**src/rtl/ceespu_mem_arbiter_if.sv**
```systemverilog
// Fetch/data request, response and single-port memory bundle
// for the ceespu memory arbiter.
interface ceespu_mem_arbiter_if;
    logic        I_fetch_req;
    logic [13:0] I_fetch_addr;
    logic        O_fetch_grant;
    logic        O_fetch_valid;
    logic [31:0] O_fetch_data;
    logic        O_fetch_stall;

    logic        I_data_req;
    logic [3:0]  I_data_we;
    logic [31:0] I_data_addr;
    logic [31:0] I_data_wdata;
    logic        O_data_grant;
    logic        O_data_valid;
    logic [31:0] O_data_rdata;

    logic        O_mem_en;
    logic [3:0]  O_mem_we;
    logic [13:0] O_mem_addr;
    logic [31:0] O_mem_wdata;
    logic [31:0] I_mem_rdata;

    modport slave (
        input  I_fetch_req, I_fetch_addr,
        output O_fetch_grant, O_fetch_valid,
        output O_fetch_data, O_fetch_stall,
        input  I_data_req, I_data_we,
        input  I_data_addr, I_data_wdata,
        output O_data_grant, O_data_valid,
        output O_data_rdata,
        output O_mem_en, O_mem_we,
        output O_mem_addr, O_mem_wdata,
        input  I_mem_rdata
    );

    modport master (
        output I_fetch_req, I_fetch_addr,
        input  O_fetch_grant, O_fetch_valid,
        input  O_fetch_data, O_fetch_stall,
        output I_data_req, I_data_we,
        output I_data_addr, I_data_wdata,
        input  O_data_grant, O_data_valid,
        input  O_data_rdata,
        input  O_mem_en, O_mem_we,
        input  O_mem_addr, O_mem_wdata,
        output I_mem_rdata
    );
endinterface

```
**src/rtl/ceespu_mem_arbiter.sv**
```systemverilog
// Fetch/data arbiter for a single-port memory, fixed 1-cycle response.
// CEESPU_ARB_STARVE_EN enables the fetch starvation counter.
module ceespu_mem_arbiter #(
    parameter int STARVE_LIMIT = 3
) (
    input logic I_clk,
    input logic I_rst_n,
    ceespu_mem_arbiter_if.slave bus
);

    typedef enum logic [1:0] {
        IDLE,
        RSP_FETCH,
        RSP_DATA
    } state_t;

    state_t state_q, state_d;
    logic   gnt_f, gnt_d;
    logic   starved;

    if (STARVE_LIMIT < 1 || STARVE_LIMIT > 7) begin : g_bad_limit
        $error("STARVE_LIMIT must be 1..7");
    end

`ifdef CEESPU_ARB_STARVE_EN
    localparam logic [2:0] LIMIT = 3'(STARVE_LIMIT);
    logic [2:0] cnt_q;

    assign starved = bus.I_fetch_req && bus.I_data_req
                     && (cnt_q == LIMIT);

    // Saturates: never wraps back below the limit while fetch waits.
    always_ff @(posedge I_clk or negedge I_rst_n) begin
        if (!I_rst_n) begin
            cnt_q <= 3'd0;
        end else if (!bus.I_fetch_req || gnt_f) begin
            cnt_q <= 3'd0;
        end else if (gnt_d && cnt_q != LIMIT) begin
            cnt_q <= cnt_q + 3'd1;
        end
    end
`else
    assign starved = 1'b0;
`endif

    logic [17:0] unused_addr;
    assign unused_addr = {bus.I_data_addr[31:16],
                          bus.I_data_addr[1:0]};

    always_ff @(posedge I_clk or negedge I_rst_n) begin
        if (!I_rst_n) state_q <= IDLE;
        else          state_q <= state_d;
    end

    always_comb begin
        gnt_f   = 1'b0;
        gnt_d   = 1'b0;
        state_d = IDLE;
        // Grants are gated by reset so nothing reaches memory in reset.
        if (I_rst_n) begin
            gnt_f = bus.I_fetch_req
                    && (!bus.I_data_req || starved);
            gnt_d = bus.I_data_req && !gnt_f;
        end
        unique case (1'b1)
            gnt_f:   state_d = RSP_FETCH;
            gnt_d:   state_d = RSP_DATA;
            default: state_d = IDLE;
        endcase
    end

    always_comb begin
        bus.O_fetch_grant = gnt_f;
        bus.O_data_grant  = gnt_d;
        bus.O_fetch_stall = bus.I_fetch_req && !gnt_f;
        bus.O_mem_en      = gnt_f || gnt_d;
        bus.O_mem_we      = 4'b0000;
        bus.O_mem_addr    = bus.I_fetch_addr;
        bus.O_mem_wdata   = 32'd0;
        if (gnt_d) begin
            bus.O_mem_we    = bus.I_data_we;
            bus.O_mem_addr  = bus.I_data_addr[15:2];
            bus.O_mem_wdata = bus.I_data_wdata;
        end
    end

    always_comb begin
        bus.O_fetch_valid = (state_q == RSP_FETCH);
        bus.O_data_valid  = (state_q == RSP_DATA);
        bus.O_fetch_data  = 32'd0;
        bus.O_data_rdata  = 32'd0;
        if (state_q == RSP_FETCH) bus.O_fetch_data = bus.I_mem_rdata;
        if (state_q == RSP_DATA)  bus.O_data_rdata = bus.I_mem_rdata;
    end

endmodule

```
**src/flat_wrapper.sv**
```systemverilog
// flat-port wrapper written by rule: the top's interface ports become plain ports
module ceespu_mem_arbiter_flat 
#(
    parameter int STARVE_LIMIT = 3
)
  (I_clk, I_rst_n, bus_I_fetch_req, bus_I_fetch_addr, bus_O_fetch_grant, bus_O_fetch_valid, bus_O_fetch_data, bus_O_fetch_stall, bus_I_data_req, bus_I_data_we, bus_I_data_addr, bus_I_data_wdata, bus_O_data_grant, bus_O_data_valid, bus_O_data_rdata, bus_O_mem_en, bus_O_mem_we, bus_O_mem_addr, bus_O_mem_wdata, bus_I_mem_rdata);
  ceespu_mem_arbiter_if bus_i ();
  input logic I_clk;
  input logic I_rst_n;
  input wire logic [$bits(bus_i.I_fetch_req)-1:0] bus_I_fetch_req;
  input wire logic [$bits(bus_i.I_fetch_addr)-1:0] bus_I_fetch_addr;
  output wire logic [$bits(bus_i.O_fetch_grant)-1:0] bus_O_fetch_grant;
  output wire logic [$bits(bus_i.O_fetch_valid)-1:0] bus_O_fetch_valid;
  output wire logic [$bits(bus_i.O_fetch_data)-1:0] bus_O_fetch_data;
  output wire logic [$bits(bus_i.O_fetch_stall)-1:0] bus_O_fetch_stall;
  input wire logic [$bits(bus_i.I_data_req)-1:0] bus_I_data_req;
  input wire logic [$bits(bus_i.I_data_we)-1:0] bus_I_data_we;
  input wire logic [$bits(bus_i.I_data_addr)-1:0] bus_I_data_addr;
  input wire logic [$bits(bus_i.I_data_wdata)-1:0] bus_I_data_wdata;
  output wire logic [$bits(bus_i.O_data_grant)-1:0] bus_O_data_grant;
  output wire logic [$bits(bus_i.O_data_valid)-1:0] bus_O_data_valid;
  output wire logic [$bits(bus_i.O_data_rdata)-1:0] bus_O_data_rdata;
  output wire logic [$bits(bus_i.O_mem_en)-1:0] bus_O_mem_en;
  output wire logic [$bits(bus_i.O_mem_we)-1:0] bus_O_mem_we;
  output wire logic [$bits(bus_i.O_mem_addr)-1:0] bus_O_mem_addr;
  output wire logic [$bits(bus_i.O_mem_wdata)-1:0] bus_O_mem_wdata;
  input wire logic [$bits(bus_i.I_mem_rdata)-1:0] bus_I_mem_rdata;
  assign bus_i.I_fetch_req = bus_I_fetch_req;
  assign bus_i.I_fetch_addr = bus_I_fetch_addr;
  assign bus_O_fetch_grant = bus_i.O_fetch_grant;
  assign bus_O_fetch_valid = bus_i.O_fetch_valid;
  assign bus_O_fetch_data = bus_i.O_fetch_data;
  assign bus_O_fetch_stall = bus_i.O_fetch_stall;
  assign bus_i.I_data_req = bus_I_data_req;
  assign bus_i.I_data_we = bus_I_data_we;
  assign bus_i.I_data_addr = bus_I_data_addr;
  assign bus_i.I_data_wdata = bus_I_data_wdata;
  assign bus_O_data_grant = bus_i.O_data_grant;
  assign bus_O_data_valid = bus_i.O_data_valid;
  assign bus_O_data_rdata = bus_i.O_data_rdata;
  assign bus_O_mem_en = bus_i.O_mem_en;
  assign bus_O_mem_we = bus_i.O_mem_we;
  assign bus_O_mem_addr = bus_i.O_mem_addr;
  assign bus_O_mem_wdata = bus_i.O_mem_wdata;
  assign bus_i.I_mem_rdata = bus_I_mem_rdata;
  ceespu_mem_arbiter #(.STARVE_LIMIT(STARVE_LIMIT)) u_core (.I_clk(I_clk), .I_rst_n(I_rst_n), .bus(bus_i));
endmodule
```
**config.mk**
```make
export PLATFORM = sky130hd
export DESIGN_NAME = ceespu_mem_arbiter_flat
export DESIGN_NICKNAME = d
export VERILOG_FILES = /design/src/rtl/ceespu_mem_arbiter_if.sv /design/src/rtl/ceespu_mem_arbiter.sv /design/src/flat_wrapper.sv
export SDC_FILE = /design/constraint.sdc
export NUM_CORES = 1
export LEC_CHECK = 0
export CORE_AREA = 5 5 90 92
export DETAILED_ROUTE_END_ITERATION = 6
export DIE_AREA = 0 0 95 97
export PLACE_DENSITY = 0.77
export SETUP_SLACK_MARGIN = 0.5
export SKIP_CTS_REPAIR_TIMING = 1
export SLEW_MARGIN = 20
export SYNTH_ARGS = -nofsm -noshare
export SYNTH_HDL_FRONTEND = slang
export SYNTH_SLANG_ARGS = --single-unit
```
**constraint.sdc**
```tcl
create_clock -name I_clk -period 3.65 [get_ports I_clk]
set_clock_uncertainty 0.05 [all_clocks]
set_input_delay 0.73 -clock I_clk [delete_from_list [all_inputs] [get_ports I_clk]]
set_output_delay 0.73 -clock I_clk [all_outputs]
set_load 0.005 [all_outputs]
```
; ---- Word level (Yosys, flattened, before mapping)
; Index checks and enable logic that the tools add are counted.
[op_classes]
eq_ne = 2
reduce_logical = 7
n_mux = 8
[op_table]
columns = op, n
row1 = $mux W32, 3
row2 = $mux W14, 1
row3 = $mux W4, 1
row4 = $pmux W2 S2, 1
row5 = $logic_and A1 B1 Y1, 3
row6 = $logic_not A1 Y1, 3
row7 = $eq A2 B1 Y1 const B, 1
row8 = $eq A2 B2 Y1 const B, 1
row9 = $mux W1, 2
row10 = $logic_or A1 B1 Y1, 1
[word_totals]
in_bits = 118
word_cells = 18
reg_bits = 2

; ---- Longest topological paths before layout
[depth]
ltp_word = 6
mapped_depth = 3

; ---- Worst setup path before layout
; OpenSTA, ideal clock, no wires.
[synth_timing]
path_kind = input to output
start = in I_rst_n
end = out bus_O_mem_addr[10]
path_stages = 3
arrival_ps = 1319
path_slack_ps = 1551
path_cell_list = nand2_2 -> buf_6 -> mux2_4
[synth_between]
elab_chain_cells = 2
[synth_rtl]
columns = element, line_no
row1 = start: declaration, flat_wrapper.sv:9  ; input logic I_rst_n;
row2 = $mux W1, ceespu_mem_arbiter.sv:60  ; if (I_rst_n) begin
row3 = $mux W14, ceespu_mem_arbiter.sv:80  ; if (gnt_d) begin
row4 = end: declaration, flat_wrapper.sv:25  ; output wire logic [$bits(bus_i.O_mem_addr)-1:0] bus_O_mem_addr;
; Every way passes these cells.

; ---- Worst setup path in the final report
[layout_timing]
start = in I_rst_n
end = out bus_O_mem_addr[3]
; The elaborated chain is that of the path after synthesis.

==> impl_results.md <==
- First-pass GRT wire length: 9080 um
- Regs by FF count: u_core.state_q (2)
- IO Pins: 238
- Synth Instances: 139
- LEAKAGE: 0.00140 uW
- Max Cap Viol: 0
- Detailed-route wire length per cell: 13.8 um
- Final layout net count: 468
- Via count: 1729
- CTS clk-pin slew, worst paths: 0.03 ns
- Setup TNS: 0 ns
- Post-Layout Cell Count: 447
- Most frequent cells in the layout: 219 x clkdlybuf4s50_1, 64 x and2_1, 30 x and3_1
- Pin count of the biggest net entering global routing: 42
- Clk buf depth: 2
- Flops & latches, synth: 2
- Final hold viol count: 0
- First DRT Iteration DRCs: 32
- Final wirelength: 6180 um
- Most common cell after layout, fill and taps aside: clkdlybuf4s50_1
- Setup-violating endpoint count in the final report: 0
- Max reg flops: 2
- Grt total ovfl: 0
- Final worst-path cycle share: 85.0%
- Post-synthesis instance area: 997 um^2
- Final WS setup: 0.549 ns
- Critical Path Sink Type: primary output
- Power Density: 122 nW/um^2
- Die X: 95 um
- Global Route Usage Sum: 12.2%
- Antenna violations before repair: 0
- Crit Path Max Fanout: 15
- Root Driver: clkbuf_8
- Max Fclk: 0.322 GHz
- Relative slew margins: 46.1%
- Pre-antenna DRT Iters: 4
- Max Transition Viols Final: 0
- TritonCTS Buffers: 3
- Std cell rows: 31
- Largest reg by FF count: u_core.state_q
- Post-Syn Nets: 257
- CTS H-tree depth: 1
- Status: completed
- Core area: 7140 um^2
- Initial Utilization: 14.0%
- Die Area: 9220 um^2
- Startpoint Class: primary input
- Area Growth Syn to Fin: 232%
- Min-Delay Path Class: primary input to asynchronous set/reset pin
- # DRC: 0
- Worst Path Arrival: 2.32 ns
- ANT nets after route: 0
- Detailed placer's ending HPWL: 5480 um
- Vias in the first global route: 1730
- Vias per inst: 3.87
- Seq/Total Area, Yosys: 5.02%
- IO buf count: 219
- Place WS: 0.446 ns
- ANT cells: 0
- Unique masters post-synth: 15
- Final Wtd Congestion: 0.827
- CTS tree: yes
- Worst EP required: 2.87 ns
- Peak supply drop: 0.140 mV
- Placed insts: 444
- Syn. warnings: 0
- Critical path class: primary input to primary output
- TritonCTS Sinks: 2
- Layout cells sized above 1: 7.76%
- Die extent in y: 97 um
- Synthesized area per cell: 7.17 um^2
- WHS: 0.935 ns
- Slew @ Worst Pin: 0.808 ns
- Unrepaired setup endpoints after global routing: yes
- Min Clock Period, post-route: 3.10 ns
-- layout make-up --
cell class / count / area [um^2]
clock buffers: 3 / 41.3
fillers: 707 / 3820
inverters: 2 / 7.51
multi-input cells: 120 / 873
flip-flops and latches: 2 / 50.0
well taps: 99 / 124
repair buffers: 221 / 2220
-- kinds of logic after synthesis --
group,share of synthesized area [%]
and+or+nand+nor,66.4
buffers and inverters,7.91
muxes,19.2
AOI/OAI and AO/OA,1.51
DFF,5.02
-- stage by stage --
stage          power [uW]  instance area, um^2  util [%]
2_1_floorplan        99.8                  997         -
3_3_place_gp          316                 3260      45.6
3_5_place_dp          320                 3260      45.6
4_1_cts               409                 3300      46.2
5_1_grt               432                 3310      46.4
6_report              403                 3310      46.4
-- where the power goes --
part | switching [uW] | internal (uW)
Sequential | 0.374 | 23.4
Combinational | 79.1 | 216
Clock | 15.0 | 69.5
Total | 94.4 | 309
-- layer usage --
layer	wire [um]	GRT usage, %	share of wire, %
met5	0	0	0
met4	0	0.666	0
met3	786	4.73	13
met2	3430	25.2	55
met1	1970	11.2	32
-- worst max-delay path, stage by stage --
cell,delay [ns]
clkdlybuf4s50_1,0.50
nand2_4,0.26
mux2_2,0.37
clkdlybuf4s50_1,0.45
-- how the worst max path moves through the flow --
stage | from | endpoint | slack [ns] | cells after the start
floorplan | I_rst_n | bus_O_mem_addr[10] | 1.55 | 3
global placement | I_rst_n | bus_O_mem_addr[13] | 0.47 | 4
detailed placement | I_rst_n | bus_O_mem_addr[13] | 0.45 | 4
CTS | I_rst_n | bus_O_mem_addr[3] | 0.45 | 4
global route | I_rst_n | bus_O_mem_addr[3] | 0.47 | 4
finish | I_rst_n | bus_O_mem_addr[3] | 0.55 | 4
-- synth_stat cells (all sizes together) --
cell | instances | area share (%)
a21boi | 1 | 0.75
clkbuf | 12 | 5.0
dfrtp | 2 | 5.0
inv | 2 | 0.75
and3 | 37 | 24
and2 | 64 | 40
nand2 | 1 | 0.63
mux2 | 14 | 19
and2b | 2 | 1.5
buf | 3 | 2.1
o21a | 1 | 0.75
(Power assumes the default switching activity.)
